--- src/rtl/alu_req_arbiter.sv ---
// alu_req_arbiter: round-robin sharing of one fixed-latency registered ALU between two requesters
module alu_req_arbiter #(
    parameter int WIDTH     = 8,
    parameter int CMD_WIDTH = 4,
    parameter int RES_WIDTH = 16,
    parameter int ALU_LAT   = 2,
    parameter int CNT_WIDTH = 16
) (
    input  logic                 CLK,
    input  logic                 RST,
    input  logic                 REQ0_VALID,
    output logic                 REQ0_READY,
    input  logic [WIDTH-1:0]     REQ0_OPA,
    input  logic [WIDTH-1:0]     REQ0_OPB,
    input  logic                 REQ0_CIN,
    input  logic                 REQ0_MODE,
    input  logic [CMD_WIDTH-1:0] REQ0_CMD,
    input  logic [1:0]           REQ0_INP_VALID,
    input  logic                 REQ1_VALID,
    output logic                 REQ1_READY,
    input  logic [WIDTH-1:0]     REQ1_OPA,
    input  logic [WIDTH-1:0]     REQ1_OPB,
    input  logic                 REQ1_CIN,
    input  logic                 REQ1_MODE,
    input  logic [CMD_WIDTH-1:0] REQ1_CMD,
    input  logic [1:0]           REQ1_INP_VALID,
    output logic                 RSP0_VALID,
    input  logic                 RSP0_READY,
    output logic                 RSP1_VALID,
    input  logic                 RSP1_READY,
    output logic [RES_WIDTH-1:0] RSP_RES,
    output logic [5:0]           RSP_FLAGS,
    output logic [WIDTH-1:0]     ALU_OPA,
    output logic [WIDTH-1:0]     ALU_OPB,
    output logic                 ALU_CIN,
    output logic                 ALU_MODE,
    output logic                 ALU_CE,
    output logic [CMD_WIDTH-1:0] ALU_CMD,
    output logic [1:0]           ALU_INP_VALID,
    input  logic [RES_WIDTH-1:0] ALU_RES,
    input  logic                 ALU_COUT,
    input  logic                 ALU_OFLOW,
    input  logic                 ALU_G,
    input  logic                 ALU_E,
    input  logic                 ALU_L,
    input  logic                 ALU_ERR,
    output logic                 BUSY,
    output logic                 GRANT_ID,
    output logic [CNT_WIDTH-1:0] OP_COUNT
);
    localparam int CW = (ALU_LAT > 1) ? $clog2(ALU_LAT) : 1;
    typedef enum logic [1:0] {IDLE, ISSUE, WAIT, RESP} state_t;
    state_t               state;
    logic [CW-1:0]        cnt;
    logic                 last;
    logic                 any;
    logic                 gnt;
    logic                 drive;
    logic                 rsp_rdy;
    logic [WIDTH-1:0]     h_opa;
    logic [WIDTH-1:0]     h_opb;
    logic                 h_cin;
    logic                 h_mode;
    logic [CMD_WIDTH-1:0] h_cmd;
    logic [1:0]           h_iv;
    assign any   = REQ0_VALID | REQ1_VALID;
    // on a tie the requester that did not win last time gets the ALU
    assign gnt   = (REQ0_VALID & REQ1_VALID) ? ~last : REQ1_VALID;
    assign REQ0_READY = (state == IDLE) & any & ~gnt;
    assign REQ1_READY = (state == IDLE) & gnt;
    assign drive = (state == ISSUE) | (state == WAIT);
    assign ALU_CE        = drive;
    assign ALU_OPA       = drive ? h_opa  : '0;
    assign ALU_OPB       = drive ? h_opb  : '0;
    assign ALU_CIN       = drive & h_cin;
    assign ALU_MODE      = drive & h_mode;
    assign ALU_CMD       = drive ? h_cmd  : '0;
    assign ALU_INP_VALID = drive ? h_iv   : '0;
    assign RSP0_VALID = (state == RESP) & ~GRANT_ID;
    assign RSP1_VALID = (state == RESP) & GRANT_ID;
    assign rsp_rdy    = GRANT_ID ? RSP1_READY : RSP0_READY;
    assign BUSY       = state != IDLE;
    always_ff @(posedge CLK or posedge RST) begin
        if (RST) begin
            state     <= IDLE;
            cnt       <= '0;
            last      <= 1'b1;
            GRANT_ID  <= 1'b0;
            OP_COUNT  <= '0;
            RSP_RES   <= '0;
            RSP_FLAGS <= '0;
            h_opa     <= '0;
            h_opb     <= '0;
            h_cin     <= 1'b0;
            h_mode    <= 1'b0;
            h_cmd     <= '0;
            h_iv      <= '0;
        end else begin
            case (state)
                IDLE: if (any) begin
                    h_opa    <= gnt ? REQ1_OPA       : REQ0_OPA;
                    h_opb    <= gnt ? REQ1_OPB       : REQ0_OPB;
                    h_cin    <= gnt ? REQ1_CIN       : REQ0_CIN;
                    h_mode   <= gnt ? REQ1_MODE      : REQ0_MODE;
                    h_cmd    <= gnt ? REQ1_CMD       : REQ0_CMD;
                    h_iv     <= gnt ? REQ1_INP_VALID : REQ0_INP_VALID;
                    GRANT_ID <= gnt;
                    last     <= gnt;
                    state    <= ISSUE;
                end
                ISSUE: begin
                    cnt   <= CW'(ALU_LAT - 1);
                    state <= WAIT;
                end
                WAIT: if (cnt == '0) begin
                    RSP_RES   <= ALU_RES;
                    RSP_FLAGS <= {ALU_ERR, ALU_L, ALU_E, ALU_G, ALU_OFLOW, ALU_COUT};
                    state     <= RESP;
                end else begin
                    cnt <= cnt - 1'b1;
                end
                RESP: if (rsp_rdy) begin
                    OP_COUNT <= OP_COUNT + 1'b1;
                    state    <= IDLE;
                end
            endcase
        end
    end
endmodule

--- config.mk ---
export PLATFORM = sky130hd
export DESIGN_NAME = alu_req_arbiter
export DESIGN_NICKNAME = d
export VERILOG_FILES = /design/src/rtl/alu_req_arbiter.sv
export SDC_FILE = /design/constraint.sdc
export NUM_CORES = 1
export LEC_CHECK = 0
export CORE_UTILIZATION = 30
export DETAILED_ROUTE_END_ITERATION = 10
export DONT_BUFFER_PORTS = 1
export GPL_ROUTABILITY_DRIVEN = 0
export PLACE_DENSITY = 0.42
export SLEW_MARGIN = 20
export SYNTH_ARGS = -nofsm -noshare
export SYNTH_HDL_FRONTEND = slang
export SYNTH_SLANG_ARGS = --single-unit
--- constraint.sdc ---
create_clock -name CLK -period 2.51 [get_ports CLK]
set_input_delay 0.502 -clock CLK [delete_from_list [all_inputs] [get_ports CLK]]
set_output_delay 0.502 -clock CLK [all_outputs]
set_load 0.01 [all_outputs]
==> impl_metrics.env <==
export IMPL_fin_nets=330
export IMPL_grt_pass1_wl_um=9380
export IMPL_leakage_nw=1.59
export IMPL_total_power_mw=4.27
export IMPL_seq_area_frac_synth_pct=57.0
export IMPL_ctsHoldBuffers=1
export IMPL_finalHoldViolations=0
export IMPL_grt_pass1_vias=1839
export IMPL_finClkSkew_ns=0.00659
export IMPL_cts_setup_buffers=0
export IMPL_grt_max_degree=57
export IMPL_placed_area_um2=3130
export IMPL_drc=0
export IMPL_status="completed"
export IMPL_area_growth_pct=12.9
export IMPL_num_rows=35
export IMPL_ys_types=29
export IMPL_rr_worst_depth=6
export IMPL_boundaryPins=145
export IMPL_cp_arrival_ns=1.79
export IMPL_cts_sinks=67
export IMPL_cts_tree="yes"
export IMPL_hpwl_um=4370
export IMPL_synth_seq_cells=67
export IMPL_cts_buffers=9
export IMPL_crit_path_end_kind="output port"
export IMPL_via_per_inst=4.93
export IMPL_die_area_um2=10200
export IMPL_core_area_um2=9370
export IMPL_antenna_cells=0
export IMPL_drt_pass1_iter_count=5
export IMPL_htreeDepth=3
export IMPL_clk_pin_slew_ns=0.07
export IMPL_cts_resized=0
export IMPL_min_path_cells=2
export IMPL_synth_cell_area_um2=2950
export IMPL_hp_class="input pin to register"
export IMPL_final_layout_size_suffix_gt1_share_pct=19.4
export IMPL_vias=1879
export IMPL_fin_area_um2=3330
export IMPL_power_density_nw_per_um2=1280
export IMPL_grt_usage_pct=12.3
export IMPL_avgSynthCellArea_um2=12.2
export IMPL_post_drt_wl_per_cell_um=16.3
export IMPL_fp_dieW_um=101
export IMPL_post_route_period_util_pct=91.2
export IMPL_dp_cells=366
export IMPL_path_max_fanout=27
export IMPL_finalSetupViolCount=0
export IMPL_dieHeight_um=101
export IMPL_dr_first_iter_drc_count=135
export IMPL_root_buffer="clkbuf_8"
export IMPL_clock_fmax_mhz=437
export IMPL_relSlewSlack_pct=56.3
export IMPL_final_cell_count_no_fill=381
export IMPL_maxCapViolations=0
export IMPL_drv_slew=0
export IMPL_critPathLaunchType="register"
export IMPL_numPortBuffers=0
export IMPL_clk_latency_ns=0.33
export IMPL_crit_type="register to output port"
export IMPL_rsz0062_at_grt="false"
export IMPL_cts_path_max_buffers=2
export IMPL_finalSetupTns_ns=0
export IMPL_finalWirelength_um=6220
export IMPL_initial_core_util_pct=31.4
export IMPL_ant_nets=0
export IMPL_period_needed_ns=2.29
export IMPL_antenna_found_initial=0
export IMPL_yosysWarnings=0
export IMPL_peakVddDrop_v=0.000663
export IMPL_fillers=959
export IMPL_grt_overflow=0
export IMPL_tightest_slew_ns=0.655
export IMPL_crit_required_ns=2.01
export IMPL_syn_inst=241
export IMPL_syn_num_nets=322
[sequential cells by signal (all words and copies together), names as in the netlist]
name and count:
h_opa 8, last 1, state 2, h_mode 1, h_cin 1, RSP_RES 16, h_opb 8, OP_COUNT 16
GRANT_ID 1, cnt 1, h_iv 2, h_cmd 4, RSP_FLAGS 6
[placed cells by master (no fill, tap or decap), types with 2 or more instances in the layout]
cell type	count
nor2_1	3
mux2i_1	3
mux2_2	23
and3_1	5
buf_4	6
clkbuf_8	10
clkinv_2	2
nand4_1	4
dfrtp_1	66
nand2_1	7
o21ai_0	4
and2_1	26
xor2_1	8
inv_1	28
xnor2_1	7
a21o_1	2
nand3_1	3
a222oi_1	24
ha_1	5
[critical path, stage by stage, from the launching register on]
cell	delay, ns
dfrtp_1	0.36
inv_1	0.09
ha_1	0.72
and2_1	0.28
[logic make-up after synthesis]
logic type | share of synthesized area (%)
adders and majority gates | 2.12
xor gates and xnor gates | 4.46
AOI/OAI and AO/OA | 9.94
buffers and inverters | 5.31
DFF | 57.0
muxes | 9.81
and+or+nand+nor | 11.4
[report_power, final]
part,leakage [nW],switching (mW),internal (mW),total [mW]
clock network,0.0950,0.383,0.472,0.855
registers,0.830,0.407,1.54,1.95
logic,0.669,0.808,0.662,1.47
[metal layers]
| metal | wire (um) | global-route usage, % | share of wire, % | vias to the layer above |
|---|---|---|---|---|
| li1 | - | - | - | 864 |
| met1 | 2590 | 14.1 | 42 | 913 |
| met2 | 3000 | 20.2 | 48 | 95 |
| met3 | 541 | 4.92 | 8.7 | 7 |
| met4 | 96 | 5.13 | 1.5 | 0 |
| met5 | 0 | 0 | 0 | - |
[stage by stage]
step | hold slack [ns] | utilization (%) | setup WS [ns]
floorplan | 0.442 | - | 0.326
global placement | 0.343 | 33.4 | 0.589
detailed placement | 0.351 | 33.4 | 0.564
CTS | 0.276 | 35.5 | 0.171
global route | 0.269 | 35.5 | 0.0469
finish | 0.302 | 35.5 | 0.222
[final cells by class]
| cell class | count | area (um2) | share of cell area, % |
|---|---|---|---|
| multi-input combinational | 134 | 1120 | 33.7 |
| sequential | 67 | 1680 | 50.5 |
| timing repair buffer | 8 | 75.1 | 2.26 |
| tap | 129 | 161 | 4.85 |
| inverter | 29 | 109 | 3.27 |
| clock buffer | 11 | 141 | 4.25 |
| clock inverter | 3 | 40.0 | 1.20 |
[final timing paths]
check | from | end | slack (ns)
setup reg to reg | state[0]$_DFFE_PP0P_ | h_opa[7]$_DFFE_PP0P_ | 0.69
max in group asynchronous | RST | last$_DFFE_PP1P_ | 1.32
setup / recovery | state[0]$_DFFE_PP0P_ | ALU_OPB[6] | 0.22
hold reg to reg | h_opa[6]$_DFFE_PP0P_ | h_opa[6]$_DFFE_PP0P_ | 0.49
min in group asynchronous | RST | RSP_FLAGS[5]$_DFFE_PP0P_ | 0.57
hold / removal | REQ1_OPB[0] | h_opb[0]$_DFFE_PP0P_ | 0.30
[synthesized netlist by cell type (all sizes together)]
| cell type | instances | share of area [%] |
|---|---|---|
| and4 | 1 | 0.30 |
| buf | 5 | 0.85 |
| nor2 | 3 | 0.38 |
| a222oi | 24 | 8.2 |
| xor2 | 8 | 2.4 |
| nor2b | 1 | 0.21 |
| nor4 | 1 | 0.21 |
| nand3 | 3 | 0.51 |
| nor4b | 1 | 0.81 |
| nand2b | 1 | 0.21 |
| a21o | 2 | 0.51 |
| mux2 | 23 | 8.8 |
| inv | 29 | 3.7 |
| a21oi | 1 | 0.17 |
| clkbuf | 6 | 0.76 |
| ha | 5 | 2.1 |
| o21ai | 5 | 0.85 |
| nand4 | 4 | 0.85 |
| and3 | 5 | 1.1 |
| mux2i | 3 | 1.0 |
| dfstp | 1 | 0.89 |
| dfrtp | 66 | 56 |
| and2 | 26 | 5.5 |
| a21boi | 1 | 0.25 |
| nand2 | 7 | 0.89 |
| and2b | 1 | 0.25 |
| xnor2 | 7 | 2.1 |
| nor3 | 1 | 0.17 |
(Power assumes the default switching activity.)
==> patch, RTL diff (same flow settings) <==
Register the output `OP_COUNT` once more, with the module's reset; this adds one clock of latency there. The other outputs are not delayed to match.
--- a/src/rtl/alu_req_arbiter.sv
+++ b/src/rtl/alu_req_arbiter.sv
@@ -52,2 +52,4 @@
     typedef enum logic [1:0] {IDLE, ISSUE, WAIT, RESP} state_t;
+
+    logic [CNT_WIDTH-1:0] OP_COUNT_s0;
     state_t               state;
@@ -88,3 +90,3 @@
             GRANT_ID  <= 1'b0;
-            OP_COUNT  <= '0;
+            OP_COUNT_s0 <= '0;
             RSP_RES   <= '0;
@@ -122,3 +124,3 @@
                 RESP: if (rsp_rdy) begin
-                    OP_COUNT <= OP_COUNT + 1'b1;
+                    OP_COUNT_s0 <= OP_COUNT_s0 + 1'b1;
                     state    <= IDLE;
@@ -128,2 +130,10 @@
     end
+    always_ff @(posedge CLK or posedge RST) begin
+        if (RST) begin
+            OP_COUNT <= '0;
+        end else begin
+            OP_COUNT <= OP_COUNT_s0;
+        end
+    end
+
 endmodule
Behaviour: not the same (a bounded check fails within 10 cycles, from zero or initial values and one cycle with RST high).
==> patch against the unedited design <==
  * First-iteration DRC count up 15%
  * Sequential cell count up 16
  * Register-to-register slack worse by 0.03 ns
  * Worst setup slack better by 0.096 ns
  * Utilization down 0.78 points
  * Synthesized area up 14%
  * Total power up 13%
  * Count of clock-buffer cells in the layout down 1
  * Design area up 13%
  * Wire length up 5.4%
  * Critical path type unchanged
==> patch: results (changes against the unedited design) <==
- WL/cell: 16.1 um (-1.5%)
- Clk buf depth: 2 (unchanged)
- Dpl cells: 394 (+7.7%)
- Max rail drop VDD: 446 uV (-33%)
- DP HPWL: 4540 um (+3.9%)
- CP peak stage delay: 0.61 ns (-0.11 ns)
- Synth top area cells: dfrtp_1 (61%), mux2_2 (7.4%), a222oi_1 (7.2%)
- CP arrival: 1.69 ns (-0.10 ns)
- Worst skew pair latency: 0.35 ns (+0.02 ns)
- Internal power: 3.08 mW (+15%)
- Post-synthesis average cell area: 13.0 um2 (+6.6%)
- Clk pwr: 1.02 mW (+19%)
- Worst Clk Skew: 0.00885 ns (+0.00226 ns)
- Outcome: complete, no violations
- Clock slew at reported path FFs: 0.08 ns
- Post-cts repair resize count: 0 (unchanged)
- Share of the yosys chip area belonging to registers: 0.621 (+0.0513)
- Vias in the first global route: 1,926 (+4.7%)
- Tightest Hold Check Type: input pin to asynchronous set/reset pin
- Reg2reg end: h_iv[1]$_DFFE_PP0P_
- Regs by FF count: OP_COUNT x16, OP_COUNT_s0 x16, RSP_RES x16
- Pin count of the biggest net entering global routing: 41 (-28%)
- CP max-delay cell: ha_2
- Share of cells above drive strength 1: 0.201 (+0.00705)
- Reg2Reg Setup Slack: 0.66 ns (-0.03 ns)
- Nets@finish: 346 (+4.8%)
- Detailed Routing Iterations Pass 1: 8 (+3)
- PD cells: 1280 nW/um2 (-0.53%)
- Combinational power: 1.51 mW (+3%)
- Syn Nets: 338 (+5.0%)
- Synth cell types: 31 (+6.9%)
- Fmax: 456 MHz (+4.4%)
- Num CTS Buffers: 9 (unchanged)
- Pleak: 1.75 nW (+9.6%)
- Overall Global Routing Usage: 0.115 (-0.00806)
- First-pass GRT wire length: 9830 um (+4.8%)
- Starting DRC count in detailed routing: 155 (+15%)
- Post-synth top cells: dfrtp_1 (82), inv_1 (30), and2_1 (25), a222oi_1 (24), mux2_2 (22)
patch: changes by cell type after synthesis, sizes merged, moves of 4 or more:
cell   change
dfrtp     +16
o21ai      -4
and3       -4
nand3      +6
xnor2      +6
xor2       -6
patch: how the worst max path moves through the flow:
stage / from / end / cells after the start
finish: state[1]$_DFFE_PP0P_ / ALU_OPB[2] / 3
global route: state[1]$_DFFE_PP0P_ / ALU_OPA[7] / 3
CTS: state[1]$_DFFE_PP0P_ / ALU_OPB[2] / 3
detailed placement: state[1]$_DFFE_PP0P_ / ALU_OPB[2] / 3
global placement: state[1]$_DFFE_PP0P_ / ALU_INP_VALID[1] / 3
floorplan: state[0]$_DFFE_PP0P_ / REQ0_READY / 5
patch: layout make-up:
cell class / instances / area [um2]
Clock inverter: 4 / 76.3
Tap cell: 140 / 175
Inverter: 30 / 116
Sequential cell: 83 / 2080
Timing Repair Buffer: 7 / 65.1
Clock buffer: 10 / 128
Multi-Input combinational cell: 134 / 1120
Fill cell: 1106 / 7080
patch: cell families after synthesis:
logic type / Yosys count / synth area share
xor+xnor: 15 / 0.0393
fa+ha+maj: 5 / 0.0187
simple gates: 56 / 0.0950
mux: 26 / 0.0890
compound gates: 32 / 0.0901
buf+inv: 40 / 0.0471
flops: 83 / 0.621
patch: through the flow:
step	hold slack (ns)	utilization	instance area, um2
4_1_cts	0.187	0.347	3760
5_1_grt	0.220	0.347	3760
2_1_floorplan	0.373	-	3350
3_5_place_dp	0.395	0.328	3560
6_report	0.163	0.347	3760
3_3_place_gp	0.386	0.328	3560
patch: layer usage:
metal  global-route usage  wire [um]  part of all wire
met1                0.141       2830              0.43
met2                0.173       2990              0.46
met3               0.0424        609             0.093
met4               0.0616        126             0.019
met5                    0          0                 0
